`src/rtl/fifo_if.sv`:
```
// Producer/consumer handshake bundle for fifo_sync_param.
// master = the side driving requests and data; slave = the FIFO itself.
interface fifo_if #(
    parameter int WIDTH = 8,
    parameter int DEPTH = 16
);
    localparam int ADDR_W = $clog2(DEPTH);

    logic              wr_en;
    logic [WIDTH-1:0]  data_in;
    logic              rd_en;
    logic [WIDTH-1:0]  data_out;
    logic              full;
    logic              empty;
    logic              almost_full;
    logic              almost_empty;
    logic [ADDR_W:0]   count;
    logic              err_clr;
    logic              overflow;
    logic              underflow;

    modport master (
        output wr_en, data_in, rd_en, err_clr,
        input  data_out, full, empty, almost_full, almost_empty, count, overflow, underflow
    );

    modport slave (
        input  wr_en, data_in, rd_en, err_clr,
        output data_out, full, empty, almost_full, almost_empty, count, overflow, underflow
    );
endinterface

```
`src/rtl/fifo_sync_param.sv`:
```
// Parametrised single-clock FIFO using all DEPTH entries, with occupancy and thresholds.
// Define FIFO_ERR_FLAGS_EN to enable the sticky overflow/underflow flags.
module fifo_sync_param #(
    parameter int WIDTH         = 8,
    parameter int DEPTH         = 16,
    parameter int AFULL_THRESH  = 14,
    parameter int AEMPTY_THRESH = 2
) (
    input  logic   clk,
    input  logic   rst,
    fifo_if.slave  bus
);
    localparam int ADDR_W = $clog2(DEPTH);
    localparam logic [ADDR_W:0] PTR_ONE  = (ADDR_W+1)'(1);
    localparam logic [ADDR_W:0] DEPTH_C  = (ADDR_W+1)'(DEPTH);
    localparam logic [ADDR_W:0] AFULL_C  = (ADDR_W+1)'(AFULL_THRESH);
    localparam logic [ADDR_W:0] AEMPTY_C = (ADDR_W+1)'(AEMPTY_THRESH);

    logic [WIDTH-1:0]  mem [DEPTH];
    logic [ADDR_W:0]   wr_ptr;
    logic [ADDR_W:0]   rd_ptr;
    logic [ADDR_W:0]   count;
    logic [WIDTH-1:0]  data_q;
    logic              full;
    logic              empty;
    logic              rd_acc;
    logic              wr_acc;

    // Extra wrap bit keeps full (count==DEPTH) distinct from empty (count==0).
    assign count  = wr_ptr - rd_ptr;
    assign full   = (count == DEPTH_C);
    assign empty  = (count == '0);
    assign rd_acc = bus.rd_en & ~empty;
    assign wr_acc = bus.wr_en & (~full | rd_acc);

    always_ff @(posedge clk) begin
        if (rst) begin
            wr_ptr <= '0;
            rd_ptr <= '0;
            data_q <= '0;
        end else begin
            if (wr_acc) wr_ptr <= wr_ptr + PTR_ONE;
            if (rd_acc) begin
                rd_ptr <= rd_ptr + PTR_ONE;
                data_q <= mem[rd_ptr[ADDR_W-1:0]];
            end
        end
    end

    // On full with simultaneous read, both addresses coincide; the read sees the old word.
    always_ff @(posedge clk) begin
        if (!rst && wr_acc) mem[wr_ptr[ADDR_W-1:0]] <= bus.data_in;
    end

    assign bus.data_out     = data_q;
    assign bus.count        = count;
    assign bus.full         = full;
    assign bus.empty        = empty;
    assign bus.almost_full  = (count >= AFULL_C);
    assign bus.almost_empty = (count <= AEMPTY_C);

`ifdef FIFO_ERR_FLAGS_EN
    logic overflow_q;
    logic underflow_q;

    // err_clr wins over a same-cycle refusal.
    always_ff @(posedge clk) begin
        if (rst || bus.err_clr) begin
            overflow_q  <= 1'b0;
            underflow_q <= 1'b0;
        end else begin
            if (bus.wr_en && !wr_acc) overflow_q  <= 1'b1;
            if (bus.rd_en && !rd_acc) underflow_q <= 1'b1;
        end
    end

    assign bus.overflow  = overflow_q;
    assign bus.underflow = underflow_q;
`else
    logic unused_err_clr;
    assign unused_err_clr = bus.err_clr;
    assign bus.overflow   = 1'b0;
    assign bus.underflow  = 1'b0;
`endif
endmodule

```
`src/flat_wrapper.sv`:
```
// flat-port wrapper written by rule: the top's interface ports become plain ports
module fifo_sync_param_flat 
#(
    parameter int WIDTH         = 8,
    parameter int DEPTH         = 16,
    parameter int AFULL_THRESH  = 14,
    parameter int AEMPTY_THRESH = 2
)
  (clk, rst, bus_wr_en, bus_data_in, bus_rd_en, bus_err_clr, bus_data_out, bus_full, bus_empty, bus_almost_full, bus_almost_empty, bus_count, bus_overflow, bus_underflow);
  fifo_if #(.WIDTH(WIDTH), .DEPTH(DEPTH)) bus_i ();
  input  logic clk;
  input  logic rst;
  input wire logic [$bits(bus_i.wr_en)-1:0] bus_wr_en;
  input wire logic [$bits(bus_i.data_in)-1:0] bus_data_in;
  input wire logic [$bits(bus_i.rd_en)-1:0] bus_rd_en;
  input wire logic [$bits(bus_i.err_clr)-1:0] bus_err_clr;
  output wire logic [$bits(bus_i.data_out)-1:0] bus_data_out;
  output wire logic [$bits(bus_i.full)-1:0] bus_full;
  output wire logic [$bits(bus_i.empty)-1:0] bus_empty;
  output wire logic [$bits(bus_i.almost_full)-1:0] bus_almost_full;
  output wire logic [$bits(bus_i.almost_empty)-1:0] bus_almost_empty;
  output wire logic [$bits(bus_i.count)-1:0] bus_count;
  output wire logic [$bits(bus_i.overflow)-1:0] bus_overflow;
  output wire logic [$bits(bus_i.underflow)-1:0] bus_underflow;
  assign bus_i.wr_en = bus_wr_en;
  assign bus_i.data_in = bus_data_in;
  assign bus_i.rd_en = bus_rd_en;
  assign bus_i.err_clr = bus_err_clr;
  assign bus_data_out = bus_i.data_out;
  assign bus_full = bus_i.full;
  assign bus_empty = bus_i.empty;
  assign bus_almost_full = bus_i.almost_full;
  assign bus_almost_empty = bus_i.almost_empty;
  assign bus_count = bus_i.count;
  assign bus_overflow = bus_i.overflow;
  assign bus_underflow = bus_i.underflow;
  fifo_sync_param #(.WIDTH(WIDTH), .DEPTH(DEPTH), .AFULL_THRESH(AFULL_THRESH), .AEMPTY_THRESH(AEMPTY_THRESH)) u_core (.clk(clk), .rst(rst), .bus(bus_i));
endmodule
```
`config.mk`:
```
export PLATFORM = sky130hd
export DESIGN_NAME = fifo_sync_param_flat
export DESIGN_NICKNAME = d
export VERILOG_FILES = /design/src/rtl/fifo_if.sv /design/src/rtl/fifo_sync_param.sv /design/src/flat_wrapper.sv
export SDC_FILE = /design/constraint.sdc
export NUM_CORES = 1
export LEC_CHECK = 0
export ABC_CLOCK_PERIOD_IN_PS = 3920
export CAP_MARGIN = 40
export CORE_MARGIN = 8
export CORE_UTILIZATION = 30
export CTS_CLUSTER_SIZE = 8
export DETAILED_ROUTE_END_ITERATION = 10
export GPL_TIMING_DRIVEN = 0
export SLEW_MARGIN = 40
export SYNTH_ARGS = -nofsm -noshare
export SYNTH_HDL_FRONTEND = slang
export SYNTH_SLANG_ARGS = --single-unit
export TNS_END_PERCENT = 5
```
`constraint.sdc`:
```
create_clock -name clk -period 3.92 [get_ports clk]
set_clock_uncertainty 0.15 [all_clocks]
set_input_delay 1.176 -clock clk [delete_from_list [all_inputs] [get_ports clk]]
set_output_delay 1.176 -clock clk [all_outputs]
set_load 0.02 [all_outputs]
```
## Word level (Yosys, flattened, before mapping)

Memory sizes are Yosys's and may differ from the RTL's. A register that Yosys moved wholly into a read port is not among the register bits.
Index checks and enable logic that the tools add are counted.

| cells by class | value |
|---|---|
| $add $sub $neg | 3 |
| order comparisons | 2 |
| eq/ne operators | 1 |
| muxes and demuxes | 2 |
| bitwise logic cells | 5 |
| reduce and logical (&&, ||, !) cells | 3 |

Operators by type and width:

| cell | number |
|---|---|
| 5-bit by 1-bit adder with 5-bit output (second input constant) | 2 |
| 5-bit equality test (second input constant) | 1 |
| 5-bit by 4-bit greater-or-equal comparator with 1-bit output (second input constant) | 1 |
| 5-bit by 2-bit <= comparator with 1-bit output (second input constant) | 1 |
| 5-bit logical NOT | 1 |
| 5-bit subtractor | 1 |
| 1-bit AND | 2 |
| 1-bit two-way mux | 2 |
| 1-bit NOT | 2 |
| 1-bit logical AND | 1 |
| 1-bit logical NOT | 1 |
| 1-bit OR | 1 |

| storage, ports and cells | value |
|---|---|
| flip-flop bits (word level) | 10 |
| bits in writable memories | 128 |
| input bits | 13 |
| output and inout bits | 19 |
| memories | 1 |

Memory list:

| name | words | width | read ports | clocked after memory_dff | write ports | line | RTL |
|---|---|---|---|---|---|---|---|
| u_core.mem | 16 | 8 | 1 | 1 | 1 | fifo_sync_param.sv:19 | `logic [WIDTH-1:0] mem [DEPTH];` |

## Depth between registers and ports, before layout

Gate-level depths: netlist (run 1).

| logic depth | value |
|---|---|
| depth after elaboration | 9 |
| depth in mapped cells | 12 |
| mapped depth without buffers | 10 |

## Worst setup path after synthesis (run 1)

Ideal clock, no wire load.

| timing | value |
|---|---|
| kind | register -> output |
| from | register u_core.wr_ptr[0] |
| to | output port bus_almost_empty |
| arrival | 2.948 ns |
| required time | 2.594 ns |
| setup slack | -0.354 ns |
| cell stages (with the launch flop) | 9 |
| buffers on the path | 0 |
| path through | dfxtp_1 -> inv_1 -> ha_1 -> fa_1 -> nand2b_1 -> a21oi_2 -> xor2_2 -> inv_2 -> a2111oi_0 |

| between the ends | value |
|---|---|
| word-level cells in the longest chain between the ends | 2 |

RTL lines:

| element | line | RTL |
|---|---|---|
| start: declaration | fifo_sync_param.sv:20 | `logic [ADDR_W:0] wr_ptr;` |
| start signal: assignment | fifo_sync_param.sv:42 | `if (wr_acc) wr_ptr <= wr_ptr + PTR_ONE;` |
| 5-bit subtractor | fifo_sync_param.sv:30 | `assign count = wr_ptr - rd_ptr;` |
| named net bus_count[4] | flat_wrapper.sv:22 | `output wire logic [$bits(bus_i.count)-1:0] bus_count;` |
| 5-bit by 2-bit <= comparator with 1-bit output | fifo_sync_param.sv:60 | `assign bus.almost_empty = (count <= AEMPTY_C);` |
| end: declaration | flat_wrapper.sv:21 | `output wire logic [$bits(bus_i.almost_empty)-1:0] bus_almost_empty;` |

The timed path passes the listed nets, and every way through them passes these cells.

## Worst setup path after layout (run 1)

| timing | value |
|---|---|
| from | register u_core.wr_ptr[0] |
| to | output port bus_almost_empty |

| between the ends | value |
|---|---|
| word-level cells in the longest chain between the ends | 2 |

RTL lines:

| element | line |
|---|---|
| 5-bit subtractor | fifo_sync_param.sv:30 |
| 5-bit by 2-bit <= comparator with 1-bit output | fifo_sync_param.sv:60 |

No other way between the ends.

==> metrics list, run 1 <==
* Required time of the worst setup path: 2590 ps
* Synthesized-area fraction occupied by adder cells: 2.23%
- Die width: 157 um
- The path class of the tightest hold or removal check is reg2reg.
- The via count of the first global-routing pass is 3,281.
- Before antenna repair, the detailed router went through 4 iterations.
* Final Max Slew Viols: 0
- Subtracting the final worst setup slack from the clock period gives 3880 ps.
- Along the worst path, the maximum fanout reaches 5.
- 0 antenna diodes ended up in the layout.
- Number of buffers added to fix hold violations after cts: 0
- Measured in cells, the most critical reg-to-reg path has a length of 10.
- Number of nets at the end of the flow: 419
- The synthesized netlist devotes 6.16% of its cell area to simple gates.
- In this run, synthesis produced a sequential element count of about 150.
- The worst setup path is launched from a flip-flop.
- For this design the top-level I/O count stands at 32.
- Number of buffers created by CTS: 17
- Core utilization of the finished layout: 37.8%
- After layout, the design draws a total of ~5 mW.
- Wire length per cell: 18.8 um
- Synth Area in XOR/XNOR: between 1 and 1.5%
- Clock tree sinks: 146
- Clock insertion delay at the later pin of the skew report: 420 ps
* CTS H-tree depth: 4
- Remaining Overflow, GRT: 0
- Clock transition at the registers of the reported paths: 60 ps
- Post-synth EDFFs: 128
- Data arrival time of the worst path: 2550 ps
- Filler cells: 1,785
* Overall die area: 0.0246 mm^2
- Root buffer selected by CTS: clkbuf_16
- Number of endpoints with negative hold slack in the final report: 0
* IO buf count: 27
- The library cell used most frequently in the layout, excluding fill and tap cells, is edfxtp_1.
* Placeable core region: 0.0195 mm^2
* Relative slew slack: 45.2%
- The endpoint identified for the worst register-to-register timing path is u_core.mem[15][1].
- Starting utilization of the core area: between 30% and 40%
- Share of the synthesized area in the top cell type: approximately 65%
- Final worst-path cycle share: between 90% and 100%
* Fraction of the mapped netlist area in compound gates: 4.33%
- Dominant combinational cell family by area after synthesis: multiplexers
- From bottom edge to top edge, the die measures 157 um.
* # DRC: 0
* Total Routed Length: approximately 13,000 um
* Initial antenna violation count: 0
- Start point of the critical path: u_core.wr_ptr[0]
* Area grow syn2layout: 23.6%
* Dpl cell area: between 0.006 and 0.007 mm^2
* Crit Path Category: reg2out
* TritonCTS clock tree: done
- After routing the design area is 0.00736 mm^2.
- Number of placement rows: 51
- Tightest Pin Transition: 818 ps
- Before CTS, the worst setup slack after placement is -618 ps.
- Library cells used by synthesis: 42
* Max Freq: 258 MHz
- After synthesis, the share of cell area in mux cells is between 10 and 15%.
- Leakage power total: 2.35 nW
- Number of max-cap violations: 0
- IR drop worst, VDD: 0.280 mV
- The run finished with clean final reports.
- At the end of routability-driven placement, the weighted congestion stood at 0.807.
- Post-synthesis average cell area: 17.5 um^2
- Count of cells along the worst hold path: 2
- Worst-case clock buffer depth: 2
- Post-synthesis sequential area ratio: 70.6%
* Detailed Route Iter0 Violations: 327
- Proportion of layout cells with a drive suffix above 1: 29.4%
* Gate count of the mapped netlist: 340
* PnR worst setup slack: 41.0 ps
- In this run the register-to-register setup slack is 530 ps.
- Detailed placer's ending HPWL: 8690 um
- Dividing total power by cell area gives a power density of between 600 and 700 mW/mm^2.
* Largest net degree at the start of global routing: 17
- Synth async-reset ratio: 0%
- Post-synth top flop: edfxtp_1
- The biggest area contributor in the post-synthesis netlist is edfxtp_1.
- Post-detailed-route via-to-cell ratio: 4.78
- Global routing used 11.0% of the available tracks across all layers.
- Leading post-synthesis cells by cell area: edfxtp_1, mux4_2, dfxtp_1, ha_1, o22ai_1
- Setup total negative slack on the finished layout was measured at 0 ps.
* Setup violation total in the final timing report: 0
- Wire length of the first global-routing pass: 19,500 um
- The library cells used most frequently in the layout, excluding fill and tap cells, are edfxtp_1, mux4_2, nand2_1.
- Critical Path End: bus_almost_empty
* Reg2Reg Launch Point: u_core.rd_ptr[2]
- The routed layout has 3,219 vias.
- The detail route stage leaves a number of antenna-violating nets equal to 0.
* CP endpoint kind: output port
* Warning count from the yosys run: 0
* Unrepaired setup endpoints after global routing: yes
* Netlist area before placement: 0.00596 mm^2
[synthesized netlist by cell type, types with 2 or more instances]
| library cell | instances |
|---|---|
| mux4_2 | 32 |
| mux2i_1 | 3 |
| clkbuf_1 | 7 |
| nand2b_1 | 3 |
| xor2_1 | 3 |
| nand3_1 | 4 |
| buf_2 | 3 |
| a21oi_1 | 14 |
| or3_1 | 13 |
| buf_6 | 2 |
| nor3_1 | 12 |
| o21ai_0 | 5 |
| dfxtp_1 | 18 |
| edfxtp_1 | 128 |
| nand2_1 | 22 |
| o22ai_1 | 14 |
| inv_1 | 8 |
| nor2_1 | 10 |
| buf_4 | 5 |
| nor4_1 | 4 |
| ha_1 | 9 |
[state kept, by name (all words and copies together), names as in the netlist]
register,flops
u_core.mem,128
u_core.wr_ptr,5
u_core.rd_ptr,5
u_core.bus.data_out,8
[metal layers]
| layer | track usage (%) | wire length (um) | share of wire, % | vias up |
|---|---|---|---|---|
| met3 | 4.06 | 970 | 7.7 | 13 |
| met2 | 16.7 | 5960 | 47 | 106 |
| met4 | 3.98 | 199 | 1.6 | 0 |
| li1 | - | - | - | 1464 |
| met5 | 0 | 0 | 0 | - |
| met1 | 14.2 | 5520 | 44 | 1636 |
[stage by stage]
stage / hold slack, ps / instances
2_1_floorplan: 320 / 341
6_report: 306 / 673
4_1_cts: 310 / 673
5_1_grt: 326 / 673
3_5_place_dp: 302 / 641
3_3_place_gp: 297 / 633
[worst max-delay path: stages, from the launching register on]
cell	delay [ps]
dfxtp_4	370
inv_2	60
ha_2	190
fa_2	370
nand2b_1	170
a21oi_2	170
xor2_2	180
inv_2	100
a2111oi_2	330
buf_4	200
[cell type report]
cell class / instances / area (um^2) / area share, %
Sequential cell: 146 / 4210 / 57.2
Multi-Input combinational cell: 168 / 1730 / 23.5
Clock buffer: 20 / 437 / 5.93
Tap cell: 265 / 332 / 4.50
Timing Repair Buffer: 36 / 303 / 4.11
Clock inverter: 11 / 185 / 2.51
Buffer: 18 / 133 / 1.80
Inverter: 9 / 33.8 / 0.459
[report_power, final]
part           total [mW]  leakage (nW)  internal [mW]  switching (mW)
clock network        1.71         0.302           1.12           0.590
logic                1.38         0.746          0.621           0.755
registers            1.80          1.30           1.76          0.0405
total                4.88          2.35           3.50            1.39
[worst min path at each step]
stage / slack (ps) / end / startpoint
after floorplan: 320 / u_core.rd_ptr[4] / u_core.rd_ptr[4]
after global placement: 300 / u_core.bus.data_out[5] / u_core.bus.data_out[5]
after CTS: 310 / u_core.bus.data_out[4] / u_core.bus.data_out[4]
after global routing: 330 / u_core.bus.data_out[4] / u_core.bus.data_out[4]
after detailed placement: 300 / u_core.bus.data_out[4] / u_core.bus.data_out[4]
final: 310 / u_core.bus.data_out[4] / u_core.bus.data_out[4]
[what timing repair did]
item | 4_1_cts | 5_1_grt
resized for setup | 28 | 5
setup buffers | 1 | 0
endpoints found under the setup margin | 47 | 4
pin swaps | 1 | 1
[cells by family after synthesis]
kind of cell,count (synthesis)
fa+ha+maj,10
other cells,1
buf+inv,27
flops,146
simple gates,73
xor+xnor,6
compound gates,41
mux,36
(Power assumes the default switching activity.)
==> run 2, diff against run 1 <==
--- a/config.mk
+++ b/config.mk
@@ -7,10 +7,10 @@
 export LEC_CHECK = 0
 export ABC_CLOCK_PERIOD_IN_PS = 3920
 export CAP_MARGIN = 40
-export CORE_MARGIN = 8
 export CORE_UTILIZATION = 30
 export CTS_CLUSTER_SIZE = 8
 export DETAILED_ROUTE_END_ITERATION = 10
+export GPL_ROUTABILITY_DRIVEN = 0
 export GPL_TIMING_DRIVEN = 0
 export SLEW_MARGIN = 40
 export SYNTH_ARGS = -nofsm -noshare
==> run 2 against run 1 <==
Register-to-register slack lost 110 ps. Design area increased by 1.0%. Sequential cell count is the same. Hold slack got worse by 3.5 ps. Power up 3.2%. First-iteration DRC count fell by 18%. Die area fell by 17%. Routed wire length rose by 2.6%. Largest cell class unchanged.
==> metrics list, run 2 (synthesis results as in run 1) <==
* Post-detailed-route via-to-cell ratio: 4.82 (+0.71%)
- The number of placed I/O pins came to 32 (unchanged).
- The minimum hold slack was 302 ps (-3.55 ps).
* Leading cell type in the layout, fill and taps excluded: edfxtp_1
* Worst-case clock buffer depth: 2 (unchanged)
- TritonCTS clock tree: done
* Result of the run: finished clean
- Sum of negative setup slack: 0 ps (unchanged)
- Leakage power total: 2.38 nW (+1.5%)
- Max Freq: 258 MHz (about the same)
- Filler cells: 1,775 (-0.56%)
- Setup violation total in the final timing report: 0 (unchanged)
- Largest fanout on the critical path: 4 (-1)
* Clock tree sinks: 146 (unchanged)
- Number of max-cap violations: 0 (unchanged)
- Die width: 143 um (-8.9%)
- STA classifies the critical path startpoint as a flip-flop.
- The power density over the cells was 677 mW/mm^2 (+2.1%).
- Area grow syn2layout: 24.9%
- Total Routed Length: 13,000 um (+2.6%)
* Relative slew slack: 46.2% (+1.1 points)
* Post-placement worst setup slack: -600 ps (+17.9 ps)
- Remaining Overflow, GRT: 0 (unchanged)
- Most used cells in the layout excluding fill and tap cells: edfxtp_1, mux4_2, nand2_1
- The worst path setup slack after routing was 42.9 ps (+1.87 ps).
- Dpl cell area: 0.00670 mm^2 (unchanged)
* Overall die area: 0.0204 mm^2 (-17%)
- The slew at the pin with the worst max-slew slack was 802 ps (-16.0 ps).
- The wire length of the first global-routing pass came to 19,600 um (+0.43%).
* Number of placement rows: 51 (unchanged)
- The final critical delay including setup and external delays came to 3880 ps (-1.87 ps).
- IO buf count: 27 (unchanged)
- The cell area after layout is 0.00744 mm^2 (+1.0%).
* Initial antenna violation count: 0 (unchanged)
- Clock insertion delay at the later pin of the skew report: 430 ps (about the same)
* Clock transition at the registers of the reported paths: 60 ps (about the same)
- Required time of the worst setup path: 2590 ps (about the same)
- Unrepaired setup endpoints after global routing: yes
* Largest net degree at the start of global routing: 17 (unchanged)
- The hold buffer count at cts came to 0 (unchanged).
* Core utilization of the finished layout: 38.2% (+0.39 points)
* Number of buffers created by CTS: 17 (unchanged)
- Detailed Route Iter0 Violations: 269 (-18%)
* Height of the chip: 143 um (-8.9%)
- The worst setup path is captured at an output port.
* Wire length per cell: 19.2 um (+2.0%)
- The post-route DRC violation count is 0 (unchanged).
- Seq. cell area: 0.00421 mm^2 (about the same)
* Overall Global Routing Usage: 13.7% (+2.7 points)
- Total via count after detailed routing: 3,261 (+1.3%)
* Placeable core region: 0.0195 mm^2 (unchanged)
- The placed wire-length estimate after detailed placement was 8660 um (-0.25%).
* Data arrival time of the worst path: 2550 ps (about the same)
- Crit Path Category: reg2out
- Number of nets at the end of the flow: 422 (+0.72%)
- The via count of the first global-routing pass came to 3,347 (+2.0%).
- The residual antenna-violating net count after detailed routing is 0 (unchanged).
* IR drop worst, VDD: 0.266 mV (-5.2%)
* Class of the worst hold path: reg2reg
- The tree is rooted in a clkbuf_16.
- The total count of max-transition violations in the final report was 0 (unchanged).
- Detailed-routing iteration count for the pre-antenna-repair pass: 4 (unchanged)
- Final worst-path cycle share: 98.9% (about the same)
* CTS H-tree depth: 4 (unchanged)
* Number of endpoints with negative hold slack in the final report: 0 (unchanged)
- The area of the multi-input gates was 0.00176 mm^2 (+1.5%).
- Largest register FFs: 128 (unchanged)
- Total inserted antenna cells: 0 (unchanged)
- The share of cells above drive strength 1 came to 31.3% (+1.9 points).
* Starting utilization of the core area: 30.6% (unchanged)
-- run 2: changes by cell type in the layout (fill, tap and decap cells not counted), sizes merged --
cell and delta:
clkinv +2, buf +3, inv +2, clkbuf -3
-- run 2: metal layers --
layer / global-route usage [%] / routed length, um / vias up
li1: - / - / 1470
met1: 17.5 / 5780 / 1686
met4: 7.81 / 422 / 0
met3: 3.62 / 567 / 26
met2: 21.0 / 6210 / 79
met5: 0 / 0 / -
-- run 2: path summary, 6_finish.rpt --
| path | startpoint | end | slack, ps | depth (start not counted) |
|---|---|---|---|---|
| worst max-delay path | u_core.wr_ptr[0] | bus_almost_empty | 40 | 9 |
| worst min register to register | u_core.bus.data_out[7] | u_core.bus.data_out[7] | 300 | 2 |
| worst max register to register | u_core.rd_ptr[2] | u_core.mem[5][0] | 420 | 10 |
| worst min-delay path | u_core.bus.data_out[7] | u_core.bus.data_out[7] | 300 | 2 |
-- run 2: timing repair --
action / in CTS / in global routing
setup endpoints to repair: 27 / 4
buffers inserted: 1 / 3
pin swaps: 0 / 1
resized for setup: 19 / 15
-- run 2: area by class of cell --
type,count,share of cell area (%)
timing repair buffer,39,4.37
sequential,146,56.6
multi-input combinational,168,23.6
clock buffer,17,5.72
tap,265,4.46
inverter,9,0.454
clock inverter,15,3.11
buffer,18,1.65
-- run 2: worst max-delay path, stage by stage, from the launching register on --
cell	delay, ps
dfxtp_4	370
inv_2	60
ha_2	200
fa_2	370
nand2b_1	170
a21oi_2	180
xor2_2	180
inv_2	80
a2111oi_4	330
buf_4	200
-- run 2: through the flow --
step	cells	power, mW
6_report	677	5.04
4_1_cts	674	4.98
2_1_floorplan	341	2.75
3_3_place_gp	633	3.18
5_1_grt	677	5.24
3_5_place_dp	641	3.21
-- run 2: power by group --
group          leakage (nW)  internal (mW)  switching (mW)
logic                 0.762          0.660           0.786
registers              1.30           1.75          0.0392
clock network         0.320           1.14           0.658
==> run 3, diff against run 2 <==
--- a/config.mk
+++ b/config.mk
@@ -10,6 +10,7 @@
 export CORE_UTILIZATION = 30
 export CTS_CLUSTER_SIZE = 8
 export DETAILED_ROUTE_END_ITERATION = 10
+export DONT_BUFFER_PORTS = 1
 export GPL_ROUTABILITY_DRIVEN = 0
 export GPL_TIMING_DRIVEN = 0
 export SLEW_MARGIN = 40
==> run 3 against run 2 <==
Via count decreased by 3.7%. Critical endpoint unchanged. Count of clock-buffer cells in the layout rose by 7. Die area unchanged.
==> metrics list, run 3 (synthesis results as in run 1) <==
- Result of the run: finished clean
* Final worst-path cycle share: 97.2% (-1.7 points)
- # DRC: 0 (unchanged)
* Largest register FFs: 128 (unchanged)
- Fraction of met1 tracks used by global routing: 16.3% (-1.2 points)
- The leakage power summed over all cells was 2.22 nW (-6.9%).
- The final setup violation count is 0 (unchanged).
- The slew at the pin with the worst max-slew slack came to 757 ps (-44.7 ps).
- The cell family contributing the most delay on the critical path is compound AO/OA/AOI/OAI gates.
* Multi-input combinational cell area: 0.00183 mm^2 (+4.1%)
- Class of the worst hold path: reg2reg
- The initial antenna violation count was 0 (unchanged).
- Walking the worst path, the cells encountered are inv_2 -> ha_4 -> fa_2 -> nand2b_4 -> a21oi_2 -> xor2_2 -> inv_4 -> a2111oi_4.
- Compared with the post-synthesis result, the final layout area differs by 20.0%.
* Vias in the first global route: 3,236 (-3.3%)
- Detailed-routing iteration count for the pre-antenna-repair pass: 5 (+1)
* Start point of the critical path: u_core.wr_ptr[0]
* Crit Path Category: reg2out
- The area taken by flip-flops and latches came to 0.00421 mm^2 (about the same).
- Detailed placer's ending HPWL: 8520 um (-1.6%)
- The final layout net count came to 395 (-6.4%).
- Count of antenna-violating nets left after detailed routing: 0 (unchanged)
* Final Max Slew Viols: 0 (unchanged)
- The height of the chip was 143 um (unchanged).
- Overall power after layout: 4.64 mW (-7.9%)
* Max Freq: 262 MHz (+1.7%)
- The global-route usage over all layers is 13.1% (-0.58 points).
* Biggest cell delay along the critical path: 450 ps (+80 ps)
* Wire length per cell: 19.3 um (+0.79%)
- The worst-case vdd ir drop came to 0.322 mV (+21%).
- The largest net degree at the start of global routing was 17 (unchanged).
* Remaining Overflow, GRT: 0 (unchanged)
- The clock-pin slew on the worst setup and hold paths was 60 ps (about the same).
- The met3 demand-to-capacity share in global routing is 4.80% (+1.2 points).
- The max-capacitance violation count came to 0 (unchanged).
- Total Routed Length: 12,600 um (-3.2%)
- Total via count after detailed routing: 3,141 (-3.7%)
- The worst relative slew slack is 49.2% (+3.0 points).
- The die boundary width is 143 um (unchanged).
- The final critical delay including setup and external delays was 3810 ps (-66.3 ps).
* Wire length of the first global-routing pass: 18,800 um (-4.0%)
- The count of routing violations after the opening detailed-route iteration is 244 (-9.3%).
* Filler cells: 1,780 (+0.28%)
- Clock tree sinks: 146 (unchanged)
- CTS H-tree depth: 4 (unchanged)
- Worst-case hold slack: 356 ps (+53.6 ps)
- The count of buffers inserted at the top-level ports came to 0 (-100%).
* Number of placement rows: 51 (unchanged)
- Number of buffers added to fix hold violations after cts: 0 (unchanged)
- Placeable core region: 0.0195 mm^2 (unchanged)
- Largest fanout on the critical path: 5 (+1)
* Total I/O pin count: 32 (unchanged)
* Post-detailed-route via-to-cell ratio: 4.83 (+0.32%)
- Worst Hold Launch: u_core.wr_ptr[4]
* Most used cells in the layout excluding fill and tap cells: edfxtp_1, mux4_2, nand2_1
- The number of buffers between clock root and the deepest sink came to 2 (unchanged).
- Data arrival time of the worst path: 2480 ps (-70 ps)
- Total inserted antenna cells: 0 (unchanged)
- Required time of the worst setup path: 2590 ps (about the same)
* Number of endpoints with negative hold slack in the final report: 0 (unchanged)
- The share of cells above drive strength 1 was 31.2% (-0.14 points).
- The power density over the cells was 649 mW/mm^2 (-4.2%).
* Kind of start point of the critical path: flip-flop
* Number of buffers created by CTS: 17 (unchanged)
* Crit path max-delay cell type: a2111oi_4
- The worst register-to-register path begins at u_core.wr_ptr[0].
- Overall die area: 0.0204 mm^2 (unchanged)
- The global-route met2 utilization is 20.8% (-0.18 points).
- Highest-utilization routing layer at the global route stage: met2
- TritonCTS built the clock tree.
- Clock insertion delay at the later pin of the skew report: 410 ps (-20 ps)
- The critical path buffer and inverter count came to 2 (-1).
- Leaving out fill and tap cells, the most frequent cell in the layout is edfxtp_1.
- The tree is rooted in a clkbuf_16.
- Starting utilization of the core area: 30.6% (unchanged)
- STA classifies the critical path endpoint as an output port.
==> run 3: metrics by stage <==
stage	setup WS, ps	cell area, um^2	setup TNS [ps]	cells	util (%)
after global routing	-2.46	7150	-2.46	650	36.7
after global placement	-809	6300	-63750	606	32.4
final	109	7150	0	650	36.7
after detailed placement	-321	6420	-12620	614	33.0
after CTS	11.1	7090	0	650	36.4
after floorplan	162	5970	0	341	-
==> run 3: worst paths after layout <==
path / to / slack [ps] / cells after the start
setup / recovery: bus_almost_empty / 110 / 8
hold / removal: u_core.wr_ptr[4] / 360 / 2
setup reg to reg: u_core.mem[7][2] / 300 / 12
hold reg to reg: u_core.wr_ptr[4] / 360 / 2
==> run 3: timing repair <==
action / 4_1_cts / 5_1_grt
buffers inserted: 4 / 0
endpoints found under the setup margin: 78 / 20
pin swaps: 3 / 2
resized for setup: 20 / 12
==> run 3: per-layer routing <==
metal / up-vias / routed length [um]
li1: 1417 / -
met4: 0 / 227
met1: 1618 / 5510
met3: 15 / 800
met5: - / 0
met2: 91 / 6020
==> run 3: area by class of cell <==
cell class,count,area share (%)
Sequential cell,146,58.9
Multi-Input combinational cell,168,25.6
Clock buffer,24,6.32
Tap cell,265,4.64
Buffer,18,1.77
Clock inverter,8,1.21
Timing Repair Buffer,12,0.980
Inverter,9,0.560
==> run 3: report_power, final <==
part	total [mW]	internal [mW]	switching, mW	leakage (nW)
Sequential	1.84	1.76	0.0838	1.30
Clock	1.49	0.926	0.566	0.262
Combinational	1.31	0.572	0.734	0.654
==> run 3: worst register-to-register path, stage by stage, from the launching register on <==
cell	delay (ps)
dfxtp_4	360
inv_2	70
ha_4	180
fa_2	370
buf_4	160
xnor2_4	330
nor2_1	140
mux2i_4	250
buf_4	170
nor3_2	40
buf_6	140
buf_2	220
nor3_2	670
